<file path="config.mk">
export PLATFORM = sky130hd
export DESIGN_NAME = latency_timer_multi
export DESIGN_NICKNAME = d
export VERILOG_FILES = /design/src/rtl/latency_timer_multi.sv
export SDC_FILE = /design/constraint.sdc
export NUM_CORES = 1
export LEC_CHECK = 0
export CORE_ASPECT_RATIO = 0.6
export CORE_UTILIZATION = 45
export DETAILED_ROUTE_END_ITERATION = 10
export PLACE_DENSITY = 0.78
export REMOVE_ABC_BUFFERS = 1
export SLEW_MARGIN = 20
export SYNTH_ARGS = -nofsm -noshare
export SYNTH_HDL_FRONTEND = slang
export SYNTH_SLANG_ARGS = --single-unit
</file>
<file path="constraint.sdc">
create_clock -name clk -period 5.63 [get_ports clk]
set_input_delay 1.4075 -clock clk [delete_from_list [all_inputs] [get_ports clk]]
set_output_delay 1.4075 -clock clk [all_outputs]
set_load 0.1 [all_outputs]
</file>
<file path="src/rtl/latency_timer_multi.sv">
// Multi-channel latency timer: one start event, NUM_CH independent stop events,
// latencies counted in ticks of TICK_DIV clocks with per-channel last/max capture.
module latency_timer_multi #(
    parameter int TICK_DIV = 125,
    parameter int CNT_W    = 32,
    parameter int NUM_CH   = 4
) (
    input  logic                    clk,
    input  logic                    rst_n,
    input  logic                    clr,
    input  logic                    start,
    input  logic [NUM_CH-1:0]       stop,
    output logic                    busy,
    output logic [CNT_W-1:0]        elapsed,
    output logic [NUM_CH-1:0]       ch_done,
    output logic                    all_done,
    output logic [NUM_CH*CNT_W-1:0] lat_last,
    output logic [NUM_CH*CNT_W-1:0] lat_max,
    output logic                    overflow
);

    localparam int PW = (TICK_DIV > 1) ? $clog2(TICK_DIV) : 1;
    localparam logic [PW-1:0]    PS_LAST = PW'(TICK_DIV - 1);
    localparam logic [CNT_W-1:0] CNT_MAX = '1;

    typedef enum logic {IDLE = 1'b0, MEAS = 1'b1} state_t;

    state_t            state;
    logic [PW-1:0]     prescaler;
    logic [CNT_W-1:0]  cap_v;
    logic [NUM_CH-1:0] cap_en;
    logic [NUM_CH-1:0] done_next;

    // Capture rounds up to whole ticks and uses the pre-increment count.
    assign cap_v     = (elapsed == CNT_MAX) ? CNT_MAX : elapsed + 1'b1;
    assign cap_en    = (state == MEAS && !start) ? (stop & ~ch_done) : '0;
    assign done_next = ch_done | cap_en;

    // busy is a direct view of the state flop, so it is registered.
    assign busy = (state == MEAS);

    always_ff @(posedge clk or negedge rst_n) begin
        if (!rst_n) begin
            state     <= IDLE;
            prescaler <= '0;
            elapsed   <= '0;
            ch_done   <= '0;
            all_done  <= 1'b0;
            lat_last  <= '0;
            lat_max   <= '0;
            overflow  <= 1'b0;
        end else if (clr) begin
            state     <= IDLE;
            prescaler <= '0;
            elapsed   <= '0;
            ch_done   <= '0;
            all_done  <= 1'b0;
            lat_last  <= '0;
            lat_max   <= '0;
            overflow  <= 1'b0;
        end else begin
            all_done <= 1'b0;
            if (start) begin
                state     <= MEAS;
                prescaler <= '0;
                elapsed   <= '0;
                ch_done   <= '0;
                lat_last  <= '0;
            end else if (state == MEAS) begin
                if (prescaler == PS_LAST) begin
                    prescaler <= '0;
                    if (elapsed != CNT_MAX) begin
                        elapsed <= elapsed + 1'b1;
                        if (elapsed == CNT_MAX - 1'b1) begin
                            overflow <= 1'b1;
                        end
                    end
                end else begin
                    prescaler <= prescaler + 1'b1;
                end

                for (int i = 0; i < NUM_CH; i++) begin
                    if (cap_en[i]) begin
                        lat_last[i*CNT_W +: CNT_W] <= cap_v;
                        if (cap_v > lat_max[i*CNT_W +: CNT_W]) begin
                            lat_max[i*CNT_W +: CNT_W] <= cap_v;
                        end
                    end
                end
                ch_done <= done_next;

                // Last outstanding channel closes the measurement on this edge.
                if (cap_en != '0 && done_next == '1) begin
                    all_done <= 1'b1;
                    state    <= IDLE;
                end
            end
        end
    end

endmodule
</file>
==> out/qor.csv <==
metric,value,unit
maxSlewViolCount,0,
grt_max_degree,125,
antenna_found_initial,0,
hpwl,42100,µm
peakVddDrop,199,µV
areaGrowthSynthToFinish,27.8,%
setup_ws,0.476,ns
crit_start,elapsed[0],
cts_setup_buffers,0,
critPathKind,reg2reg,
netlist_top_cells_count,"302 x dfrtp_1, 281 x nand2_1, 139 x inv_1",
worst_hold_startpoint,lat_last[118],
synth_top_area_share,45.6,%
p_per_area,212,nW/µm²
rsz0062_at_grt,no,
drv_cap,0,
core_area,36300,µm²
r2r_cells,14,
dp_slack,0.705,ns
worstReg2RegStart,elapsed[0],
die-height,151,µm
p_total,4.50,mW
vias,14800,
worst_hold_path.num_cells,2,
place.gp.congestion,1.02,
synth_ff_type,dfrtp_1,
worst_slew_pin_slew,1.13,ns
holdBufCountCts,0,
cts.sinks,302,
end_kind,register,
clk_latency,0.58,ns
gr-total-overflow,0,
yosysMostFrequentCell,dfrtp_1,
finalHoldViolCount,0,
port_buffers,302,
avgRoutedWirePerCell,22.7,µm
numCtsBuffers,30,
final_nets,2189,
h-tree-depth,1,
worstReg2RegEnd,lat_max[95],
dr.first_iter.drc_count,1353,
ys_types,60,
cp_max_fo,16,
postRouteAntennaNets,0,
synth_seq_cells,302,
hold_end,lat_last[118],
period_needed,5.15,ns
syn-cell-area,16600,µm²
slew-limit-headroom,24.8,%
die_width,250,µm
drive_above_1_share,5.60,%
postSynthCellCount,1775,
initial_core_util,45.7,%
critPathArrivalTime,5.63,ns
cts_buffer_depth,3,
dieArea,37600,µm²
drc,0,
synth-async-reset-ratio,100,%
gr-usage-all-layers,30.1,%
fin_crit_sh,91.6,%
cts_tree,done,
syn_area_per_cell,9.34,µm²
diodes,0,
leakagePower,9.75,nW
synth_edf_count,0,
ys_seq_area_share,45.6,%
fin_skew,0.0173,ns
wirelength,57800,µm
reg2reg_slack,0.48,ns
outcome,completed,
vias_per_cell,5.82,
synthTopCellsByArea,"dfrtp_1 46%, ha_1 10%, mux2i_1 8.0%",
drtPass1Iterations,5,
cts-resized-gates,0,
grt_pass1_vias,14500,
fillers,3106,
worstHoldPathType,reg2reg,
fmax,0.194,GHz
critPathLaunchType,register,
yosysTopAreaCell,dfrtp_1,
yosys_warnings,0,
pin_count,303,
required,6.11,ns
clockRootBuffer,clkbuf_16,
rows,54,
path_clk_slew,0.07,ns
grt_pass1_wl,87500,µm
setup_viol,0,
[how the worst max path moves through the flow]
stage and end:
6_report lat_max[95], 5_1_grt lat_max[91], 4_1_cts lat_max[95], 3_5_place_dp lat_max[95], 3_3_place_gp lat_max[74], 2_1_floorplan lat_max[64]
[cells in the final DEF, fill, tap and decap left out, types with 17 or more instances in the layout]
cell             synthesis  final
clkdlybuf4s50_1          0    301
a211oi_1                44     44
nand4_1                 40     40
inv_1                  139    139
nor2_1                 121    120
ha_1                   132    132
nand2_1                281    281
clkbuf_16                0     31
mux2i_1                132    132
buf_4                    0     32
nand3_1                 79     79
a21oi_1                118    117
and3_1                  34     34
o21ai_0                 62     62
dfrtp_1                302    302
xor2_1                  17     17
[final cells by class]
class | count | area [µm²] | share of cell area (%)
repair buffers | 338 | 3350 | 15.8
clock buffers | 43 | 881 | 4.16
flip-flops and latches | 302 | 7560 | 35.7
multi-input cells | 1237 | 8190 | 38.6
clock inverters | 10 | 91.3 | 0.431
inverters | 140 | 528 | 2.49
well taps | 476 | 596 | 2.81
[critical path: stages (launching register included)]
cell and delay (ns):
dfrtp_1 0.48, ha_1 0.25, nand3_1 0.32, or4_1 0.73, nor2_1 0.45, nor2_1 0.25
inv_1 0.21, ha_1 0.28, nand4_1 0.13, nor3_1 0.13, a21boi_0 0.21, or4b_2 0.73
a22oi_2 0.22, buf_4 0.38, mux2i_1 0.25
[kinds of logic (layout without fill, tap and decap cells)]
logic type,count (synthesis),after routing,share of synthesized area (%)
compound gates,291,291,10.6
xor+xnor,32,32,1.69
fa+ha+maj,132,132,9.96
buf+inv,236,531,5.53
flops,302,302,45.6
mux,139,139,8.44
simple gates,643,643,18.2
[where the power goes]
part           internal, mW  switching, mW
clock                  1.13          0.911
sequential             2.18        0.00984
combinational        0.0570          0.209
total                  3.36           1.13
[sequential cells by signal (all words and copies together) (netlist names)]
register	count
ch_done	4
overflow	1
elapsed	32
prescaler	7
lat_last	128
all_done	1
lat_max	128
busy	1
[through the flow]
| stage | TNS [ns] | hold slack (ns) | cells | utilization, % | cell area [µm²] |
|---|---|---|---|---|---|
| finish | 0 | 0.490 | 2546 | 58.4 | 21200 |
| global placement | 0 | 0.470 | 2493 | 55.7 | 20200 |
| floorplan | -143.71 | 0.454 | 1679 | - | 16200 |
| global route | 0 | 0.523 | 2546 | 58.4 | 21200 |
| detailed placement | 0 | 0.477 | 2493 | 55.7 | 20200 |
| CTS | 0 | 0.495 | 2546 | 58.4 | 21200 |
[per-layer routing]
layer	vias up	share of wire (%)	global-route usage [%]
li1	6709	-	-
met1	7351	46	43.9
met2	686	43	45.7
met3	77	8.3	6.52
met4	0	2.2	6.79
met5	-	0	0
(Power assumes the default switching activity.)
